==> src/rtl/lsu_16b.sv <==
// Load/store unit: runs one narrow or two little-endian byte accesses over the 8-bit bus
// for each accepted request, with an ack watchdog that aborts hung byte accesses.
module lsu_16b #(
    parameter int unsigned ACK_TIMEOUT = 255
) (
    input  logic        clk,
    input  logic        rst,
    input  logic        req_valid,
    output logic        req_ready,
    input  logic        req_write,
    input  logic        req_wide,
    input  logic [15:0] alu_adr,
    input  logic [15:0] alu_payload,
    output logic        mem_req,
    output logic        mem_we,
    output logic [15:0] mem_adr,
    output logic [7:0]  mem_dout,
    input  logic [7:0]  mem_din,
    input  logic        mem_ack,
    output logic        rsp_valid,
    output logic        rsp_err,
    output logic        ld_we,
    output logic [15:0] ld_data
);

    localparam logic [1:0] S_IDLE = 2'd0;
    localparam logic [1:0] S_LO   = 2'd1;
    localparam logic [1:0] S_HI   = 2'd2;
    localparam logic [1:0] S_DONE = 2'd3;

    logic [1:0]  state;
    logic [15:0] adr;
    logic [15:0] payload;
    logic [15:0] data;
    logic [15:0] ld_data_q;
    logic        is_write;
    logic        is_wide;
    logic        err;
    logic [7:0]  wd_cnt;
    logic        timeout;

    // The limit is hit on the wait cycle whose increment would make the count equal ACK_TIMEOUT.
    assign timeout = (ACK_TIMEOUT != 0) && (({1'b0, wd_cnt} + 9'd1) == 9'(ACK_TIMEOUT));

    // NOTE: all state updates use non-blocking assignments so every register sees pre-edge values.
    always_ff @(posedge clk) begin
        if (rst) begin
            state     <= S_IDLE;
            adr       <= '0;
            payload   <= '0;
            data      <= '0;
            ld_data_q <= '0;
            is_write  <= 1'b0;
            is_wide   <= 1'b0;
            err       <= 1'b0;
            wd_cnt    <= '0;
        end else begin
            case (state)
                S_IDLE: begin
                    if (req_valid) begin
                        adr      <= alu_adr;
                        payload  <= alu_payload;
                        is_write <= req_write;
                        is_wide  <= req_wide;
                        data     <= '0;
                        err      <= 1'b0;
                        wd_cnt   <= '0;
                        state    <= S_LO;
                    end
                end
                S_LO: begin
                    if (mem_ack) begin
                        wd_cnt <= '0;
                        if (!is_write) data[7:0] <= mem_din;
                        if (is_wide) begin
                            state <= S_HI;
                        end else begin
                            state <= S_DONE;
                            if (!is_write) ld_data_q <= {data[15:8], mem_din};
                        end
                    end else if (timeout) begin
                        err   <= 1'b1;
                        state <= S_DONE;
                        if (!is_write) ld_data_q <= data;
                    end else begin
                        wd_cnt <= wd_cnt + 8'd1;
                    end
                end
                S_HI: begin
                    if (mem_ack) begin
                        wd_cnt <= '0;
                        state  <= S_DONE;
                        if (!is_write) begin
                            data[15:8] <= mem_din;
                            ld_data_q  <= {mem_din, data[7:0]};
                        end
                    end else if (timeout) begin
                        err   <= 1'b1;
                        state <= S_DONE;
                        if (!is_write) ld_data_q <= data;
                    end else begin
                        wd_cnt <= wd_cnt + 8'd1;
                    end
                end
                default: begin
                    state <= S_IDLE;
                end
            endcase
        end
    end

    // Outputs decode from registered state only; the bus address wraps naturally at 16 bits.
    assign req_ready = (state == S_IDLE);
    assign mem_req   = (state == S_LO) || (state == S_HI);
    assign mem_we    = mem_req && is_write;
    assign mem_adr   = (state == S_HI) ? (adr + 16'd1) : adr;
    assign mem_dout  = (state == S_HI) ? payload[15:8] : payload[7:0];
    assign rsp_valid = (state == S_DONE);
    assign rsp_err   = rsp_valid && err;
    assign ld_we     = rsp_valid && !is_write && !err;
    assign ld_data   = ld_data_q;

endmodule

==> config.mk <==
export PLATFORM = sky130hd
export DESIGN_NAME = lsu_16b
export DESIGN_NICKNAME = d
export VERILOG_FILES = /design/src/rtl/lsu_16b.sv
export SDC_FILE = /design/constraint.sdc
export NUM_CORES = 1
export LEC_CHECK = 0
export CAP_MARGIN = 20
export CORE_MARGIN = 2
export CORE_UTILIZATION = 51
export DETAILED_ROUTE_END_ITERATION = 8
export MAX_ROUTING_LAYER = met4
export PLACE_DENSITY_LB_ADDON = 0.3
export SETUP_SLACK_MARGIN = 0.2
export SYNTH_ARGS = -nofsm -noshare
export SYNTH_HDL_FRONTEND = slang
export SYNTH_SLANG_ARGS = --single-unit
==> constraint.sdc <==
create_clock -name clk -period 2.65 [get_ports clk]
set_input_delay 0.3975 -clock clk [delete_from_list [all_inputs] [get_ports clk]]
set_output_delay 0.3975 -clock clk [all_outputs]
set_load 0.005 [all_outputs]
==> metrics.txt <==
YS warnings=0; Max Cap Viol=0; H-tree Lvls=3; Cell variety after synth=43; Max clock buf depth=2; Seq. cell area=about 1600 um^2; Reg-to-Reg Start=wd_cnt[1]$_SDFFE_PP0P_; Synth Net Count=about 600; DRT Pass-1 Iters=5; area grow syn2layout=31.8%; die area=~9000 um^2; internal power=2.33 mW; min-delay src=payload[10]$_SDFFE_PP0P_; CTS tree=done; status=finished, final reports clean; I/O pin count=between 90 and 100; final number of setup-violating endpoints=0; Seq pwr share=0.410; Slew @ Worst Pin=between 0.7 and 0.8 ns; worst skew pair latency=~0.35 ns; setup TNS=0 ns; post-DP HPWL=between 7 and 8 mm; largest net degree at the start of global routing=60; reg2reg end=ld_data[6]$_SDFFE_PP0P_; area of the multi-input gates=about 2500 um^2; Gate Count Post-Synth=roughly 540; first-pass GRT wire length=around 19 mm; via/cell ratio=a little under 6; net switching power=around 1.0 mW; reg2reg setup slack=around 0.35 ns; initial antenna violation count=0; CP endpoint kind=primary output; critical path class=register to primary output; TritonCTS sink count=77; layout cells sized above 1=0.121; Reg2Reg Depth=6; #FFs+latches synth=77; Clock power frac=0.296; Die W=94.8 um; Root Buffer=clkbuf_8; Starting Density=0.520; synthesized area=between 4000 and 5000 um^2; unrepaired setup endpoints after global routing=no; FFs w/ async S/R, synth=0; Comb pwr share=0.294; Initial DRC Count=312; Min-Delay Path Depth=2; Syn Area/Cell=7.86 um^2; Leakage=approximately 2 nW; total design power=approximately 3.4 mW; row count=33; Max Slew Vio Count=0; commonest non-fill, non-tap cell in the layout=nand2_1; Layout fillers=between 600 and 700; Worst VDD drop=approximately 0.00032 V; final WL=around 12 mm; n_diodes=0; vias in the first global route=between 4,000 and 5,000; max_slew headroom=0.531; CORE AREA=8090 um^2; Vias=4,324; drt wl/cell=16.2 um; post-route DRC violation count=0; period utilization=0.891; commonest cells after routing, fill and taps aside=nand2_1, clkdlybuf4s50_1, dfxtp_1, a21oi_1, nand3_1; grt ovf=0; minimum clock period=around 2.4 ns; die height=94.8 um; final setup skew=about 0.0097 ns; Worst-path clk slew=about 0.080 ns; top_reg_cell synth=dfxtp_1; Worst EP required=about 2.3 ns; worst path arrival time=between 1.5 and 2 ns; register area share after synthesis=0.366; EDFF count, synth=0; gp weighted congestion=0.864; maximum clock frequency=around 420 MHz; hold worst-path end=payload[10]$_SDFFE_PP0P_; CTS Buf Count=9; sw frac=0.311; crit start category=register; Net count, final=approximately 670; Hold Path Class=register to register; Overall Global Routing Usage=0.272; port bufs=91; Critical Path Fanout Max=5; final hold vios=0; Antenna Violating Nets Remaining=0; Power Dens Cells=between 600 and 700 nW/um^2
==> routing by layer <==
metal,vias to the layer above,share of wire,GRT usage
met5,-,0,-
met4,0,0.013,0.105
met3,19,0.067,0.0543
met2,173,0.50,0.427
met1,2063,0.42,0.346
li1,2069,-,-
==> power groups by stage <==
stage / combinational (mW) / sequential, mW / clock [mW]
2_1_floorplan: 0.547 / 1.38 / 0
3_3_place_gp: 0.958 / 1.39 / 0
3_5_place_dp: 0.984 / 1.40 / 0
4_1_cts: 0.987 / 1.38 / 1.01
5_1_grt: 1.09 / 1.40 / 1.06
6_report: 0.994 / 1.38 / 0.999
==> critical path: stages, from the launching register on <==
cell	delay, ns
dfxtp_2	0.36
inv_2	0.08
ha_4	0.16
nand2_2	0.08
nor2_4	0.11
buf_4	0.12
nand2_1	0.05
xnor2_1	0.14
clkdlybuf4s50_1	0.52
==> worst max path at each step <==
stage,end,startpoint,slack (ns),cells past startpoint
2_1_floorplan,mem_adr[3],state[0]$_SDFFE_PP0P_,0.38,8
3_3_place_gp,mem_adr[14],state[0]$_SDFFE_PP0P_,0.34,8
3_5_place_dp,mem_adr[14],state[0]$_SDFFE_PP0P_,0.31,8
4_1_cts,mem_adr[14],state[0]$_SDFFE_PP0P_,0.06,8
5_1_grt,mem_adr[10],state[0]$_SDFFE_PP0P_,0.22,8
6_report,mem_adr[10],state[0]$_SDFFE_PP0P_,0.29,8
==> area by class of cell <==
type,instances,area share
flip-flops and latches,77,0.280
repair buffers,109,0.193
well taps,105,0.0237
clock buffers,10,0.0248
inverters,6,0.00406
clock inverters,6,0.0156
multi-input cells,413,0.459
==> sequential cells by signal, indices dropped and copies added, names as in the netlist <==
| name | cells |
|---|---|
| adr | 16 |
| data | 16 |
| err | 1 |
| is_wide | 1 |
| is_write | 1 |
| ld_data | 16 |
| payload | 16 |
| state | 2 |
| wd_cnt | 8 |
==> cell families after synthesis <==
family,Yosys count,share of synthesized area
and+or+nand+nor,227,0.248
muxes,25,0.0622
DFF,77,0.366
buffers and inverters,45,0.0443
adders and majority gates,7,0.0208
AOI/OAI and AO/OA,138,0.225
xor gates and xnor gates,16,0.0333
==> per-stage QoR <==
step / utilization / cell area [um^2] / worst slack, ns / hold WS (ns) / cells
floorplan: - / 4210 / 0.380 / 0.433 / 535
global placement: 0.644 / 5210 / 0.342 / 0.438 / 706
detailed placement: 0.644 / 5210 / 0.309 / 0.447 / 706
CTS: 0.675 / 5470 / 0.0567 / 0.459 / 724
global route: 0.685 / 5540 / 0.215 / 0.472 / 726
finish: 0.685 / 5540 / 0.289 / 0.455 / 726
==> cells in the mapped netlist (3+ instances only) <==
cell      count  share of area
buf_2         8         0.0095
and2_1        4         0.0059
mux2_2        9          0.024
nand2_1     111          0.099
ha_1          7          0.021
xor2_1        5          0.010
a31oi_1      10          0.015
nand4_1       7          0.010
nand2b_1      5         0.0074
nor2_1       26          0.023
dfxtp_1      77           0.37
o211ai_2      6          0.018
nand3_1      32          0.038
nor2b_1      27          0.040
o211ai_1     15          0.027
o21ai_0       8         0.0095
nor4_1        4         0.0059
a22oi_1      17          0.030
a21oi_1      51          0.061
xnor2_1      11          0.023
mux2i_1      16          0.038
clkbuf_1     29          0.026
inv_1         6         0.0054
or3_1         3         0.0045
and3_1        5         0.0074
o311ai_1     16          0.033
==> timing repair <==
| action | CTS | global route |
|---|---|---|
| buffers inserted | 2 | 2 |
| resized for setup | 15 | 21 |
| pin swaps | 3 | 2 |
| setup endpoints to repair | 14 | 38 |
| hold buffers | 0 | 0 |
No activity file was read; power rests on OpenSTA's default activity.
